File: config.mk
export PLATFORM = sky130hd
export DESIGN_NAME = muldiv_unit
export DESIGN_NICKNAME = d
export VERILOG_FILES = /design/src/rtl/muldiv_unit.sv
export SDC_FILE = /design/constraint.sdc
export NUM_CORES = 1
export LEC_CHECK = 0
export BUFFER_PORTS_ARGS = -buffer_cell sky130_fd_sc_hd__clkbuf_2
export CAP_MARGIN = 0
export CORE_ASPECT_RATIO = 0.8
export CORE_MARGIN = 4
export CORE_UTILIZATION = 40
export CTS_CLUSTER_DIAMETER = 100
export DETAILED_ROUTE_END_ITERATION = 12
export GPL_TIMING_DRIVEN = 1
export PLACE_DENSITY = 0.64
export RECOVER_POWER = 100
export SYNTH_ARGS = -nofsm -noshare
export SYNTH_HDL_FRONTEND = slang
export SYNTH_SLANG_ARGS = --single-unit
File: constraint.sdc
create_clock -name clk -period 3.6 [get_ports clk]
set_input_delay 0.36 -clock clk [delete_from_list [all_inputs] [get_ports clk]]
set_output_delay 0.36 -clock clk [all_outputs]
set_load 0.01 [all_outputs]
File: src/rtl/muldiv_unit.sv
`default_nettype none
// ============================================================================
//  Module   : muldiv_unit
//  Purpose  : Iterative HI/LO arithmetic unit beside the execute-stage ALU.
//             MULT/MULTU by shift-add and DIV/DIVU by restoring division,
//             one bit per cycle, followed by a one-cycle sign-fix step.
//             MTHI/MTLO write the architectural HI/LO registers directly.
//  Ports    : clk, reset       - clock, synchronous active-high reset
//             req_valid/ready  - request handshake (ready only when idle)
//             req_op           - 000 MULT 001 MULTU 010 DIV 011 DIVU
//                                100 MTHI 101 MTLO 110/111 no-op
//             req_a, req_b     - rs / rt operands
//             flush            - abort in-flight op, block acceptance
//             busy, done       - unit occupied / one-cycle result pulse
//             hi, lo           - architectural HI/LO registers
//  Revision : 1.0 - initial release
// ============================================================================
module muldiv_unit #(
    parameter  int WIDTH = 32,
    localparam int CNT_W = $clog2(WIDTH)
) (
    input  logic             clk,
    input  logic             reset,
    input  logic             req_valid,
    output logic             req_ready,
    input  logic [2:0]       req_op,
    input  logic [WIDTH-1:0] req_a,
    input  logic [WIDTH-1:0] req_b,
    input  logic             flush,
    output logic             busy,
    output logic             done,
    output logic [WIDTH-1:0] hi,
    output logic [WIDTH-1:0] lo
);

    if (WIDTH < 4) begin : g_width_check
        $error("muldiv_unit: WIDTH must be at least 4");
    end

    localparam logic [1:0] c_S_IDLE = 2'd0;
    localparam logic [1:0] c_S_CALC = 2'd1;
    localparam logic [1:0] c_S_FIX  = 2'd2;

    localparam logic [2:0] c_OP_MULT  = 3'b000;
    localparam logic [2:0] c_OP_MULTU = 3'b001;
    localparam logic [2:0] c_OP_DIV   = 3'b010;
    localparam logic [2:0] c_OP_DIVU  = 3'b011;
    localparam logic [2:0] c_OP_MTHI  = 3'b100;
    localparam logic [2:0] c_OP_MTLO  = 3'b101;

    localparam logic [CNT_W-1:0] c_CNT_INIT = CNT_W'(WIDTH - 1);
    localparam logic [CNT_W-1:0] c_CNT_ONE  = CNT_W'(1);

    logic [1:0]         r_state;
    logic [1:0]         w_state_next;
    logic [CNT_W-1:0]   r_cnt;
    logic [WIDTH-1:0]   r_mag_a;     // |a|: multiplicand, or dividend magnitude
    logic [WIDTH-1:0]   r_mag_b;     // |b|: divisor (multiplier lives in r_acc)
    logic [2*WIDTH-1:0] r_acc;       // mult: {partial, multiplier}; div: {rem, quo}
    logic               r_is_div;
    logic               r_neg_res;   // sign(a) ^ sign(b) for product/quotient
    logic               r_neg_a;     // remainder follows the dividend sign
    logic [WIDTH-1:0]   r_hi;
    logic [WIDTH-1:0]   r_lo;
    logic               r_done;

    logic               w_accept;
    logic               w_signed;
    logic               w_sign_a;
    logic               w_sign_b;
    logic [WIDTH-1:0]   w_abs_a;
    logic [WIDTH-1:0]   w_abs_b;
    logic [WIDTH:0]     w_mul_sum;
    logic [2*WIDTH-1:0] w_mul_next;
    logic [WIDTH:0]     w_div_trial;
    logic [2*WIDTH-1:0] w_div_next;
    logic [2*WIDTH-1:0] w_prod_fix;
    logic [WIDTH-1:0]   w_fix_hi;
    logic [WIDTH-1:0]   w_fix_lo;

    // ------------------------------------------------------------------
    // Request decode
    // ------------------------------------------------------------------
    assign w_accept = req_valid & req_ready & ~flush;
    assign w_signed = ~req_op[0];
    assign w_sign_a = w_signed & req_a[WIDTH-1];
    assign w_sign_b = w_signed & req_b[WIDTH-1];
    assign w_abs_a  = w_sign_a ? -req_a : req_a;
    assign w_abs_b  = w_sign_b ? -req_b : req_b;

    // ------------------------------------------------------------------
    // One shift-add multiply step: add multiplicand into the upper half
    // when the current multiplier LSB is set, then shift right (carry in).
    // ------------------------------------------------------------------
    assign w_mul_sum  = {1'b0, r_acc[2*WIDTH-1:WIDTH]} + {1'b0, r_mag_a};
    assign w_mul_next = r_acc[0] ? {w_mul_sum, r_acc[WIDTH-1:1]}
                                 : {1'b0, r_acc[2*WIDTH-1:1]};

    // ------------------------------------------------------------------
    // One restoring divide step on {rem, quo}: shift in the next dividend
    // bit and trial-subtract. Bit WIDTH of the trial is the borrow.
    // ------------------------------------------------------------------
    assign w_div_trial = {r_acc[2*WIDTH-1:WIDTH], r_acc[WIDTH-1]} - {1'b0, r_mag_b};
    assign w_div_next  = w_div_trial[WIDTH] ? {r_acc[2*WIDTH-2:0], 1'b0}
                                            : {w_div_trial[WIDTH-1:0], r_acc[WIDTH-2:0], 1'b1};

    // ------------------------------------------------------------------
    // Sign correction and special cases applied in FIX.
    // Most-negative / -1 needs no special case: negating the magnitude
    // quotient wraps back to the most-negative value with remainder 0.
    // ------------------------------------------------------------------
    assign w_prod_fix = r_neg_res ? -r_acc : r_acc;

    always_comb begin
        w_fix_hi = w_prod_fix[2*WIDTH-1:WIDTH];
        w_fix_lo = w_prod_fix[WIDTH-1:0];
        if (r_is_div) begin
            if (r_mag_b == '0) begin
                // Divide by zero: LO all ones, HI the original dividend
                w_fix_lo = '1;
                w_fix_hi = r_neg_a ? -r_mag_a : r_mag_a;
            end else begin
                w_fix_lo = r_neg_res ? -r_acc[WIDTH-1:0] : r_acc[WIDTH-1:0];
                w_fix_hi = r_neg_a ? -r_acc[2*WIDTH-1:WIDTH] : r_acc[2*WIDTH-1:WIDTH];
            end
        end
    end

    // ------------------------------------------------------------------
    // FSM: state register
    // ------------------------------------------------------------------
    always_ff @(posedge clk) begin
        if (reset) begin
            r_state <= c_S_IDLE;
        end else begin
            r_state <= w_state_next;
        end
    end

    // ------------------------------------------------------------------
    // FSM: next-state logic
    // ------------------------------------------------------------------
    always_comb begin
        w_state_next = r_state;
        case (r_state)
            c_S_IDLE: begin
                if (w_accept && !req_op[2]) begin
                    w_state_next = c_S_CALC;
                end
            end
            c_S_CALC: begin
                if (flush) begin
                    w_state_next = c_S_IDLE;
                end else if (r_cnt == '0) begin
                    w_state_next = c_S_FIX;
                end
            end
            c_S_FIX: begin
                w_state_next = c_S_IDLE;
            end
            default: begin
                w_state_next = c_S_IDLE;
            end
        endcase
    end

    // ------------------------------------------------------------------
    // FSM: outputs
    // ------------------------------------------------------------------
    always_comb begin
        req_ready = 1'b0;
        busy      = 1'b1;
        if (r_state == c_S_IDLE) begin
            req_ready = ~reset;
            busy      = 1'b0;
        end
    end

    assign done = r_done;
    assign hi   = r_hi;
    assign lo   = r_lo;

    // ------------------------------------------------------------------
    // Datapath and architectural registers
    // ------------------------------------------------------------------
    always_ff @(posedge clk) begin
        if (reset) begin
            r_cnt     <= '0;
            r_mag_a   <= '0;
            r_mag_b   <= '0;
            r_acc     <= '0;
            r_is_div  <= 1'b0;
            r_neg_res <= 1'b0;
            r_neg_a   <= 1'b0;
            r_hi      <= '0;
            r_lo      <= '0;
            r_done    <= 1'b0;
        end else begin
            r_done <= 1'b0;
            case (r_state)
                c_S_IDLE: begin
                    if (w_accept) begin
                        case (req_op)
                            c_OP_MULT, c_OP_MULTU, c_OP_DIV, c_OP_DIVU: begin
                                r_mag_a   <= w_abs_a;
                                r_mag_b   <= w_abs_b;
                                r_is_div  <= req_op[1];
                                r_neg_res <= w_sign_a ^ w_sign_b;
                                r_neg_a   <= w_sign_a;
                                r_cnt     <= c_CNT_INIT;
                                // Lower half seeds the multiplier or the dividend
                                r_acc     <= {{WIDTH{1'b0}}, (req_op[1] ? w_abs_a : w_abs_b)};
                            end
                            c_OP_MTHI: r_hi <= req_a;
                            c_OP_MTLO: r_lo <= req_a;
                            default: ;
                        endcase
                    end
                end
                c_S_CALC: begin
                    if (!flush) begin
                        r_acc <= r_is_div ? w_div_next : w_mul_next;
                        r_cnt <= r_cnt - c_CNT_ONE;
                    end
                end
                c_S_FIX: begin
                    if (!flush) begin
                        r_hi   <= w_fix_hi;
                        r_lo   <= w_fix_lo;
                        r_done <= 1'b1;
                    end
                end
                default: ;
            endcase
        end
    end

endmodule
`default_nettype wire
==> results of run 1 <==
kinds of logic (layout without fill, tap and decap cells):
family,Yosys count,after routing
other,0,1
AO/OA/AOI/OAI,763,763
adder cells (fa/ha/maj),73,73
XOR/XNOR,215,215
buffers and inverters,262,373
multiplexers,97,97
flip-flops,203,203
AND/OR/NAND/NOR,759,759
metal layers:
metal | vias up | share of wire [%] | global-route usage [%]
li1 | 8901 | - | -
met1 | 9549 | 45 | 46.48
met2 | 1199 | 39 | 42.24
met3 | 152 | 13 | 9.661
met4 | 0 | 3.3 | 8.312
met5 | - | 0 | 0
cell type report:
class / instances / area [um2]
fillers: 4426 / 23450
multi-input cells: 1907 / 12560
flip-flops and latches: 203 / 4070
repair buffers: 264 / 1562
clock buffers: 33 / 705.7
well taps: 560 / 700.7
inverters: 70 / 262.8
clock inverters: 6 / 83.83
diodes: 1 / 2.502
what timing repair did:
item | CTS | global route
setup endpoints to repair | 0 | 4
resized for setup | 0 | 3
hold buffers | 0 | 0
through the flow:
step,hold slack (ns),setup slack [ns],power (W),cells
after floorplan,0.4495,0.4953,0.003358,2372
after global placement,0.4390,0.1716,0.003979,3004
after detailed placement,0.4479,0.02041,0.003987,3004
after CTS,0.08875,0.1631,0.006516,3043
after global routing,0.1097,0.01038,0.006749,3043
final,0.1116,-0.00009326,0.006566,3044
sequential cells by signal, summed over array words and instances, names as in the netlist:
name / count
r_state: 2
done: 1
r_mag_a: 32
r_neg_res: 1
r_acc: 64
r_mag_b: 32
r_cnt: 5
r_is_div: 1
hi: 32
r_neg_a: 1
lo: 32
final timing paths:
path,startpoint,end,cells after the start
worst max register to register,r_mag_b[24],hi[16],8
worst min register to register,lo[21],lo[21],2
worst min-delay path,reset,r_neg_res,2
worst max-delay path,r_mag_b[24],hi[16],8
report_power, final:
part	total [W]	internal, W	switching [W]
clock network	0.00256	0.00150	0.00106
registers	0.00238	0.00230	0.0000798
logic	0.00163	0.000536	0.00109
critical path, delay by kind of cell, from the launching register on:
family,cells,cell delay [ns]
buf+inv,1,0.50
compound gates,4,1.09
simple gates,3,1.51
flops,1,0.38
synth_stat cells (12+ instances only):
library cell | instances | area, um2
sky130_fd_sc_hd__xor2_1 | 95 | 832.1
sky130_fd_sc_hd__nor4_1 | 25 | 156.4
sky130_fd_sc_hd__nor2_1 | 237 | 889.6
sky130_fd_sc_hd__a21oi_1 | 199 | 996.0
sky130_fd_sc_hd__buf_2 | 17 | 85.08
sky130_fd_sc_hd__a31oi_1 | 16 | 100.1
sky130_fd_sc_hd__o21ai_0 | 151 | 755.7
sky130_fd_sc_hd__nand3_1 | 32 | 160.2
sky130_fd_sc_hd__o41ai_1 | 19 | 166.4
sky130_fd_sc_hd__a211oi_1 | 104 | 780.8
sky130_fd_sc_hd__xnor2_1 | 120 | 1051
sky130_fd_sc_hd__a311oi_1 | 12 | 105.1
sky130_fd_sc_hd__mux2i_1 | 93 | 930.9
sky130_fd_sc_hd__o221ai_1 | 30 | 262.8
sky130_fd_sc_hd__clkbuf_1 | 154 | 578.1
sky130_fd_sc_hd__o31ai_1 | 43 | 322.8
sky130_fd_sc_hd__ha_1 | 71 | 888.4
sky130_fd_sc_hd__o21a_1 | 15 | 112.6
sky130_fd_sc_hd__nand2b_1 | 23 | 143.9
sky130_fd_sc_hd__a21o_1 | 33 | 247.7
sky130_fd_sc_hd__inv_1 | 67 | 251.5
sky130_fd_sc_hd__buf_1 | 16 | 60.06
sky130_fd_sc_hd__nand2_1 | 224 | 840.8
sky130_fd_sc_hd__o211ai_1 | 30 | 225.2
sky130_fd_sc_hd__nor3_1 | 64 | 320.3
sky130_fd_sc_hd__or3_1 | 26 | 162.7
sky130_fd_sc_hd__dfxtp_1 | 203 | 4064
sky130_fd_sc_hd__nand4_1 | 23 | 143.9
sky130_fd_sc_hd__or4_1 | 21 | 157.7
sky130_fd_sc_hd__nor2b_1 | 15 | 93.84
==> results.md, run 1 <==
- The H-tree depth is 1.
- The count of final hold-check violations was 0.
- The count of standard-cell rows is 68.
- Global routing finished with a remaining overflow of 0.
- The minimum clock period after layout is 3.600 ns.
- The checks that failed: capacitance limit, slew limit, setup timing.
- The initial utilization of the core area, before any placement, comes to 40.68%.
- Across every metal layer, demand over resource in global routing totals 30.99%.
- After Yosys synthesis, full adders, half adders and majority gates account for 5.259% of the synthesized area.
- The critical path goes through nor4_1 -> nand4_1 -> nor2_1 -> clkbuf_4 -> a211oi_1 -> o41ai_1 -> o211ai_1 -> a211oi_1.
- The net count of the finished layout is 2614.
- Across all setup checks in the final design, the least slack found is -0.00009326 ns.
- The transition time of the tightest slew-check pin is 1.753 ns.
- The maximum number of pins on one net before global-route repair is 126.
- The number of remaining DRC errors is 0.
- During placement, the flow inserted port buffers numbering 137.
- The placed instance area is 19350 um2.
- The number of antenna violations at the first check in global routing is 1.
- The total vias in the final route is 19801.
- The tightest slew margin relative to the limit is -18.08%.
- The clock passes through at most 3 buffers.
- Summing the areas of all xor and xnor instances in the mapped netlist gives 10.67% of the synthesized area.
- Setup repair after global routing left no endpoint under its margin.
- In the synthesized netlist the async set-or-reset flop fraction comes to 0%.
- The flow ran to the end, but the final reports show violations.
- The synthesized area divided by synthesized cell count is 7.442 um2.
- The compound-gate portion of the synthesized area is 28.80%.
- The clock transition time at the flip-flop clock pins of the worst setup and hold paths is 0.06 ns.
- Measured on the finished design, the core utilization comes to 45.97%.
- The mean number of vias per cell is 6.505.
- The number of setup buffers added after CTS is 0.
- In the synthesized netlist, the number of instances is 2372.
- The number of max-cap violations is 2.
- For this run, the register share of the synthesized area comes to 23.02%.
- The post-synthesis net count is 2516.
- Data on the critical path is required at its endpoint by 4.03 ns.
- The power density of the placed cells is 329.2 nW/um2.
- The final instance area is 19950 um2.
- The boundary pin count is 138.
- In the final routed layout, each cell accounts on average for 25.48 um.
- The arrival time reported for the critical path endpoint is 4.03 ns.
- The cell that appears most often on the critical path is sky130_fd_sc_hd__a211oi_1.
- In the synthesized netlist, mux cells make up 5.592% of the area.
- In the synthesized netlist the dominant register cell turns out to be sky130_fd_sc_hd__dfxtp_1.
- The number of different library cells used by synthesis comes to 96.
- The estimated wirelength of the detail-placed design is 59.86 mm.
- The clock drives 203 sinks.
- The final-report max-slew violation count is 37.
- The via count of the first global-routing pass was 17642.
- The wire length of the first global-routing pass is 115.0 mm.
- Summing the areas of all and, or, nand and nor instances in the mapped netlist gives 20.80% of the synthesized area.
- The number of nets still failing antenna checks after routing is 0.
- The routed design has 77.57 mm of wire.
- The y dimension of the die is 195.9 um.
- The worst setup path is launched from a flip-flop.
- STA classifies the critical path endpoint as a flip-flop.
- The number of clock buffers added by TritonCTS is 24.
- The floorplan step defined a die boundary enclosing 47580 um2.
- The total of endpoints with negative setup slack in the final report is 1.
- The internal reg-to-reg setup slack is -0.00009 ns.
- The number of detailed-route iterations in the first pass is 8.
- Measured along the x axis, the die boundary spans 242.9 um.
- The proportion of layout cells with a drive suffix above 1 is 11.04%.
- The slowest stage of the critical path belongs to the cell sky130_fd_sc_hd__nor4_1.
- The top cell types in the final layout, fill and taps aside, are 238 x sky130_fd_sc_hd__nor2_1, 224 x sky130_fd_sc_hd__nand2_1, 200 x sky130_fd_sc_hd__dfxtp_1.
- The flop and latch count out of synthesis is 203.
- The final weighted congestion in routability-driven placement is 1.028.
- The number of warnings printed during yosys synthesis is 0.
- The leakage component of the power is 7.588 nW.
- The combinational family with the most area after synthesis is compound AO/OA/AOI/OAI gates.
- The tree is rooted in a sky130_fd_sc_hd__clkbuf_16.
- The kind of critical path is flip-flop to flip-flop.
- The upper clock frequency limit is 277.8 MHz.
- For this run, the slowest stage of the critical path takes 0.87 ns.
- At the later pin of the worst-skew pair, clock insertion delay measures 0.55 ns.
- Relative to the synthesized area, the layout overhead comes to 12.99%.
- The standard cell core area is 43390 um2.
- Leaving out fill and tap cells, the most frequent cell in the layout is sky130_fd_sc_hd__nor2_1.
- The cell area after technology mapping is 17650 um2.
- The synthesized design contains 0 enable-type register cells.
- The first routing iteration left 2795 violations.
- The worst IR drop on VDD is 0.0003320 V.
- The biggest fanout along the worst timing path is 33.
- The path class of the tightest hold or removal check is input pin to flip-flop.
- The final total negative setup slack is -0.00009326 ns.
- TritonCTS built the clock tree.
- The setup skew after layout is 0.01344 ns.
- In the finished design, the share of the clock period the worst path needs comes to 100.0%.
(Power assumes the default switching activity.)
==> inputs of run 2 (changes only) <==
--- a/config.mk
+++ b/config.mk
@@ -15,6 +15,7 @@
 export GPL_TIMING_DRIVEN = 1
 export PLACE_DENSITY = 0.64
 export RECOVER_POWER = 100
+export REMOVE_ABC_BUFFERS = 1
 export SYNTH_ARGS = -nofsm -noshare
 export SYNTH_HDL_FRONTEND = slang
 export SYNTH_SLANG_ARGS = --single-unit
==> run 2 against run 1 <==
Net effect:
- the flow finishes with violations (capacitance limit, slew limit)
- combinational power down 6%
- critical path depth grew 4
- largest power group unchanged
- hold slack gained 0.073 ns
- critical path type unchanged
- global-route usage is 2.4 points lower
- clock power is essentially flat
- wire length is 8.1% lower
- largest cell class unchanged
- clock skew rose by 0.0018 ns
==> results.md, run 2 (synthesized netlist as in run 1, its figures left out) <==
- The run finished, with violations left.
- The final reports fail on capacitance limit, slew limit.
- The proportion of layout cells with a drive suffix above 1 is 10.72% (-0.32 points).
- The transition time of the tightest slew-check pin was 1.649 ns (-0.1033 ns).
- The number of DRC violations after detailed-routing iteration 0 came to 2364 (-15%).
- The x dimension of the die is 242.9 um (unchanged).
- The minimum clock period after layout is 3.533 ns (-0.06752 ns).
- The power density of the placed cells is 326.2 nW/um2 (-0.92%).
- The standard cell core area was 43390 um2 (unchanged).
- By instance count, the cell type seen most on the critical path is sky130_fd_sc_hd__o2111ai_1.
- The count of cells along the worst register-to-register path was 12 (+4).
- The area of all sequential standard cells is 4070 um2 (unchanged).
- The critical path ends at r_acc[63].
- The estimated wirelength of the detail-placed design is 54.50 mm (-8.9%).
- The growth of design area from synthesis to finish is 12.56%.
- The final weighted congestion in routability-driven placement came to 0.9790 (-4.8%).
- The most common cell after layout, fill and taps aside is sky130_fd_sc_hd__nor2_1.
- The via count of the first global-routing pass was 17532 (-0.62%).
- The number of remaining DRC errors is 0 (unchanged).
- The clock network latency to the later pin of the worst-skew pair is 0.54 ns (about the same).
- The total area of multi-input combinational cells is 12590 um2 (+0.24%).
- The final antenna diode count is 0 (-1).
- The internal reg-to-reg setup slack is 0.07 ns (+0.07 ns).
- The hold buffer count at CTS came to 0 (unchanged).
- The element type at the critical path start is a flip-flop.
- The upper clock frequency limit is 283.1 MHz (+1.9%).
- The destination of the worst register-to-register timing path is r_acc[63].
- The data required time at the worst endpoint is 4.05 ns (+0.02 ns).
- The number of placed cells counting well taps is 2983 (-0.70%).
- The utilization after layout is 45.79% (-0.18 points).
- The global-route usage over all layers was 28.58% (-2.4 points).
- The boundary pin count is 138 (unchanged).
- The y dimension of the die is 195.9 um (unchanged).
- The clock tree from TritonCTS is built.
- The maximum number of pins on one net before global-route repair came to 177 (+40%).
- The number of detailed-route iterations in the first pass is 5 (-3).
- The count of clock tree sinks is 203 (unchanged).
- The hold path startpoint is req_b[0].
- The count of filler cells inserted in the layout is 4443 (+0.38%).
- The setup skew after layout is 0.01527 ns (+0.001822 ns).
- Walking the worst path, the cells encountered are ha_1 -> inv_1 -> fa_1 -> nor2b_1 -> o2111ai_1 -> a211o_1 -> o2111ai_1 -> nand3_1 -> o31ai_2 -> a211oi_1 -> a2111o_1 -> nor3_1.
- The root buffer cell is sky130_fd_sc_hd__clkbuf_16.
- The min-delay analysis places its worst path in the category input pin to flip-flop.
- The count of final hold-check violations is 0 (unchanged).
- The average detailed-routed wire length per instance is 23.57 um (-7.5%).
- The final-report max-slew violation count is 22 (-41%).
- The peak per-stage delay on the critical path was 0.42 ns (-0.45 ns).
- The flip-flop count of the largest register after layout came to 64 (unchanged).
- The H-tree depth is 1 (unchanged).
- The final total negative setup slack is 0 ns (+0.00009326 ns).
- The total of endpoints with negative setup slack in the final report was 0 (-1).
- The arrival time reported for the critical path endpoint came to 3.98 ns (-0.05 ns).
- The worst setup path is captured at a flip-flop.
- The start point of the critical path is r_mag_a[0].
- The top cell types in the final layout, fill and taps aside, are 237 x sky130_fd_sc_hd__nor2_1, 224 x sky130_fd_sc_hd__nand2_1, 200 x sky130_fd_sc_hd__dfxtp_1.
- The number of setup buffers added after CTS was 0 (unchanged).
- The mean number of vias per cell is 6.357 (-2.3%).
- The part of the cycle the worst path needs is 98.13% (-1.9 points).
- The count of standard-cell rows was 68 (unchanged).
- The leakage component of the power is 7.501 nW (-1.1%).
- The number of port buffers is 137 (unchanged).
- The number of standard cells in the layout, taps in and fillers out is 3023 (-0.69%).
- The tightest slew margin relative to the limit came to -10.70% (+7.4 points).
- The overall routed net length is 71.25 mm (-8.1%).
- The number of max-cap violations is 1 (-1).
- The clock transition time at the flip-flop clock pins of the worst setup and hold paths is 0.06 ns (about the same).
- The slowest stage of the critical path belongs to the cell sky130_fd_sc_hd__o31ai_2.
- The initial core utilization was 40.68% (unchanged).
- The wire length of the first global-routing pass is 108.3 mm (-5.8%).
- The residual overflow from global routing is 0 (unchanged).
- The net count of the finished layout is 2592 (-0.84%).
- More flip-flops sit in one register than any other, and that register is r_acc.
- The buffer depth of the longest clock path is 3 (unchanged).
- The critical register-to-register path startpoint is r_mag_a[0].
- The total vias in the final route is 19218 (-2.9%).
- The worst IR drop on VDD is 0.0002669 V (-20%).
- The biggest fanout along the worst timing path is 5 (-85%).
- The kind of critical path is flip-flop to flip-flop.
- The number of antenna violations at the first check in global routing is 1 (unchanged).
- The area enclosed by the die boundary is 47580 um2 (unchanged).
- The number of nets still failing antenna checks after routing is 0 (unchanged).
- The number of buffers inserted during clock tree synthesis is 23 (-4.2%).
-- run 2: cell count changes in the layout (fill, tap and decap cells not counted), sizes merged --
| cell | previous run | this run |
|---|---|---|
| buf | 108 | 93 |
| bufinv | 2 | 3 |
| clkinv | 4 | 3 |
| inv | 70 | 69 |
| diode | 1 | 0 |
| clkbuf | 189 | 185 |
-- run 2: layout make-up --
cell class	count	area share, %
Inverter	70	1.322
Sequential cell	203	20.48
Clock buffer	35	3.526
Clock inverter	5	0.5037
Multi-Input combinational cell	1907	63.36
Timing Repair Buffer	243	7.279
Tap cell	560	3.526
-- run 2: stage by stage --
| step | total power [W] | area (um2) | worst slack (ns) | hold slack, ns |
|---|---|---|---|---|
| after floorplan | 0.003304 | 16880 | -6.635 | 0.4246 |
| after global placement | 0.003912 | 19230 | 0.2837 | 0.4385 |
| after detailed placement | 0.003924 | 19230 | 0.2335 | 0.4448 |
| after CTS | 0.006475 | 20030 | 0.2120 | 0.1691 |
| after global routing | 0.006708 | 19870 | -0.00005684 | 0.2058 |
| final | 0.006481 | 19870 | 0.06743 | 0.1845 |
-- run 2: how the worst min path moves through the flow --
stage / slack [ns] / end / cells past startpoint
detailed placement: 0.44 / lo[21] / 2
finish: 0.18 / r_mag_b[0] / 3
CTS: 0.17 / r_mag_b[0] / 3
global route: 0.21 / r_mag_a[0] / 3
floorplan: 0.42 / hi[30] / 1
global placement: 0.44 / lo[6] / 2
-- run 2: repair_timing --
| item | 4_1_cts | 5_1_grt |
|---|---|---|
| setup endpoints to repair | 0 | 4 |
| hold endpoints to repair | 0 | 0 |
| resized for setup | 0 | 3 |
-- run 2: layer usage --
layer,global-route usage [%],wire (um),vias up
met5,0,0,-
met4,8.739,2509,0
met3,4.988,7154,128
met2,41.72,29180,1035
met1,42.65,32410,9214
li1,-,-,8841
-- run 2: worst max-delay path, delay by kind of cell (launching register included) --
kind,cells,cell delay [ns]
flip-flops,1,0.40
AND/OR/NAND/NOR,3,0.68
adder cells (fa/ha/maj),2,0.57
buffers and inverters,1,0.06
AO/OA/AOI/OAI,6,1.76
-- run 2: power breakdown --
part           total (W)  switching, W  internal (W)
Clock            0.00256       0.00102       0.00155
Sequential       0.00239     0.0000892       0.00230
Combinational    0.00153      0.000987      0.000540
Total            0.00648       0.00210       0.00439
==> inputs of run 3 (changes only) <==
==> constraint.sdc (replaced) <==
create_clock -name clk -period 3.6 [get_ports clk]
set_input_delay 0.18 -clock clk [delete_from_list [all_inputs] [get_ports clk]]
set_output_delay 0.18 -clock clk [all_outputs]
set_load 0.01 [all_outputs]
==> run 3 against run 2 <==
Net effect:
- the flow still finishes with violations (capacitance limit, slew limit)
- die area is the same
- power is essentially flat
- register-to-register slack gained 0.07 ns
- maximum frequency grew 2.1%
- sequential share of layout area is essentially flat
- worst setup slack gained 0.073 ns
- final cell count grew 0.43%
- critical endpoint is now r_acc[62]
- largest cell class unchanged
==> results.md, run 3 (synthesized netlist as in run 1, its figures left out) <==
- The final-report max-slew violation count is 13 (-41%).
- The met2 wire length is 29.82 mm (+2.2%).
- The leakage component of the power is 7.533 nW (+0.44%).
- The mean number of vias per cell is 6.314 (-0.68%).
- The detailed router used layers up to and including met4.
- In this run the clock root is driven by a sky130_fd_sc_hd__clkbuf_16.
- The destination of the worst register-to-register timing path is r_acc[62].
- The final antenna diode count is 0 (unchanged).
- The setup skew after layout is 0.01585 ns (+0.0005865 ns).
- The total of endpoints with negative setup slack in the final report is 0 (unchanged).
- The number of placed cells counting well taps is 2994 (+0.37%).
- The standard cell core area is 43390 um2 (unchanged).
- The total vias in the final route is 19169 (-0.25%).
- The worst setup path is launched from a flip-flop.
- The clock share of power is 40.1% (+0.5 points).
- The net count of the finished layout came to 2606 (+0.54%).
- The residual overflow from global routing came to 0 (unchanged).
- The number of nets still failing antenna checks after routing is 0 (unchanged).
- The count of cells along the worst register-to-register path is 13 (+1).
- The clock tree from TritonCTS is built.
- The clock transition time at the flip-flop clock pins of the worst setup and hold paths is 0.07 ns (about the same).
- The final weighted congestion in routability-driven placement came to 0.9649 (-1.4%).
- The number of detailed-route iterations in the first pass is 6 (+1).
- The final reports fail on capacitance limit, slew limit.
- The H-tree depth is 1 (unchanged).
- The clock network latency to the later pin of the worst-skew pair is 0.55 ns (about the same).
- The estimated wirelength of the detail-placed design is 54.29 mm (-0.40%).
- The worst IR drop on VDD is 0.0003786 V (+42%).
- The worst hold path cell count came to 3 (unchanged).
- The number of DRC violations after detailed-routing iteration 0 was 2466 (+4.3%).
- The sum of routed wire segments on met1 is 32.59 mm (+0.56%).
- The internal power summed over all cells is 0.004343 W (-0.99%).
- The critical register-to-register path startpoint is r_acc[31].
- The number of setup buffers added after CTS is 0 (unchanged).
- In the layout the commonest cells are 237 x sky130_fd_sc_hd__nor2_1, 224 x sky130_fd_sc_hd__nand2_1, 199 x sky130_fd_sc_hd__dfxtp_1.
- The routed length on met3 is 6.880 mm (-3.8%).
- The number of port buffers is 137 (unchanged).
- The wire length of the first global-routing pass is 107.6 mm (-0.73%).
- The internal reg-to-reg setup slack is 0.14 ns (+0.07 ns).
- The critical path endpoint category is a flip-flop.
- The proportion of layout cells with a drive suffix above 1 was 11.03% (+0.31 points).
- The initial core utilization is 40.68% (unchanged).
- The flow ran to the end, but the final reports show violations.
- The number of antenna violations at the first check in global routing is 0 (-1).
- The flip-flop count of the largest register after layout is 64 (unchanged).
- The relative contribution of sequential cells to total power is 36.8% (about the same).
- Setup repair after global routing left no endpoint under its margin.
- The total design power is 0.006488 W (about the same).
- The proportion of total power due to net switching is 33.06% (+0.73 points).
- The end of the worst hold path is r_mag_b[4].
- The critical path is of the flip-flop to flip-flop type.
- The maximum number of pins on one net before global-route repair is 126 (-29%).
- The via count of the first global-routing pass is 17449 (-0.47%).
- The register bank with the most flops is r_acc.
- The worst hold path belongs to the class input pin to flip-flop.
- The biggest fanout along the worst timing path came to 5 (unchanged).
- The tightest slew margin relative to the limit is -14.03% (-3.3 points).
- The average detailed-routed wire length per instance is 23.60 um (+0.14%).
- The number of max-cap violations came to 1 (unchanged).
- The switching power of the nets is 0.002145 W (+2.4%).
- The count of clock tree sinks is 203 (unchanged).
- The number of buffers inserted during clock tree synthesis is 23 (unchanged).
- The area enclosed by the die boundary came to 47580 um2 (unchanged).
- The combinational group share of total power is 23.0% (-0.6 points).
- The arrival time reported for the critical path endpoint is 3.90 ns (-0.08 ns).
- The count of filler cells inserted in the layout is 4448 (+0.11%).
- The count of standard-cell rows was 68 (unchanged).
- The upper clock frequency limit is 289.1 MHz (+2.1%).
- The overall routed net length is 71.66 mm (+0.58%).
- The power density of the placed cells is 326.3 nW/um2 (about the same).
- The buffer depth of the longest clock path is 3 (unchanged).
- The x dimension of the die is 242.9 um (unchanged).
- The y dimension of the die is 195.9 um (unchanged).
- The data required time at the worst endpoint is 4.04 ns (about the same).
- The growth of design area from synthesis to finish is 12.61% (about the same).
- The number of remaining DRC errors is 0 (unchanged).
- The count of final hold-check violations came to 0 (unchanged).
- The transition time of the tightest slew-check pin came to 1.692 ns (+0.04308 ns).
- The most common cell after layout, fill and taps aside is sky130_fd_sc_hd__nor2_1.
- The part of the cycle the worst path needs was 96.09% (-2.0 points).
- The number of standard cells in the layout, taps in and fillers out was 3036 (+0.43%).
- The hold path startpoint is req_b[4].
- The global-route usage over all layers came to 28.50% (-0.087 points).
- The minimum clock period after layout is 3.459 ns (-0.07319 ns).
- The boundary pin count is 138 (unchanged).
run 3: changes by cell type in the layout (fill, tap and decap cells not counted), moves of 3 or more:
cell	before	now
sky130_fd_sc_hd__buf_12	7	2
sky130_fd_sc_hd__clkbuf_2	72	75
sky130_fd_sc_hd__dlygate4sd3_1	0	3
sky130_fd_sc_hd__buf_4	85	94
sky130_fd_sc_hd__clkbuf_8	8	3
run 3: area by class of cell:
cell class	count	area [um2]	area share [%]
repair buffers	257	1470	7.396
flip-flops and latches	203	4071	20.48
well taps	560	700.7	3.525
clock inverters	12	172.7	0.8686
inverters	70	262.8	1.322
clock buffers	27	620.6	3.122
multi-input cells	1907	12580	63.29
run 3: power by group through the flow:
stage | clock (W) | combinational, W | sequential, W
after floorplan | 0 | 0.000886 | 0.00242
after global placement | 0 | 0.00145 | 0.00243
after detailed placement | 0 | 0.00146 | 0.00244
after CTS | 0.00261 | 0.00147 | 0.00238
after global routing | 0.00269 | 0.00160 | 0.00239
final | 0.00260 | 0.00150 | 0.00239
run 3: timing repair:
action / CTS / global route
endpoints found under the setup margin: 0 / 9
gates resized for setup: 0 / 4
hold buffers: 3 / 0
hold endpoints to repair: 11 / 0
run 3: how the worst max path moves through the flow:
stage | startpoint | to | cells past startpoint
after floorplan | r_state[0] | r_acc[63] | 8
after global placement | r_acc[31] | r_acc[62] | 13
after detailed placement | r_acc[31] | r_acc[62] | 13
after CTS | r_acc[31] | r_acc[62] | 13
after global routing | r_mag_a[0] | r_acc[63] | 12
final | r_acc[31] | r_acc[62] | 13
run 3: metal layers:
metal | track usage, % | vias up
met5 | 0 | -
met1 | 42.07 | 9108
met4 | 7.543 | 0
li1 | - | 8887
met3 | 4.960 | 159
met2 | 42.74 | 1015
run 3: worst max-delay path, cell delays in order, from the launching register on:
cell,delay (ns)
sky130_fd_sc_hd__dfxtp_2,0.41
sky130_fd_sc_hd__inv_1,0.11
sky130_fd_sc_hd__ha_1,0.26
sky130_fd_sc_hd__fa_1,0.42
sky130_fd_sc_hd__nand2b_1,0.20
sky130_fd_sc_hd__a21oi_1,0.19
sky130_fd_sc_hd__o211ai_1,0.24
sky130_fd_sc_hd__a2111oi_2,0.36
sky130_fd_sc_hd__buf_4,0.20
sky130_fd_sc_hd__o21ai_0,0.19
sky130_fd_sc_hd__o21ai_0,0.28
sky130_fd_sc_hd__xnor2_1,0.18
sky130_fd_sc_hd__a41oi_1,0.16
sky130_fd_sc_hd__o21a_1,0.16
run 3: stage by stage:
| stage | utilization, % | setup slack (ns) | instance area (um2) | TNS [ns] | hold WS [ns] |
|---|---|---|---|---|---|
| after detailed placement | 44.36 | 0.1595 | 19250 | 0 | 0.4267 |
| after floorplan | - | -6.635 | 16880 | -462.57 | 0.2446 |
| after CTS | 46.26 | 0.1088 | 20070 | 0 | 0.01663 |
| after global routing | 45.81 | 0.004538 | 19880 | 0 | 0.05658 |
| final | 45.81 | 0.1406 | 19880 | 0 | 0.03567 |
| after global placement | 44.36 | 0.2274 | 19250 | 0 | 0.4264 |
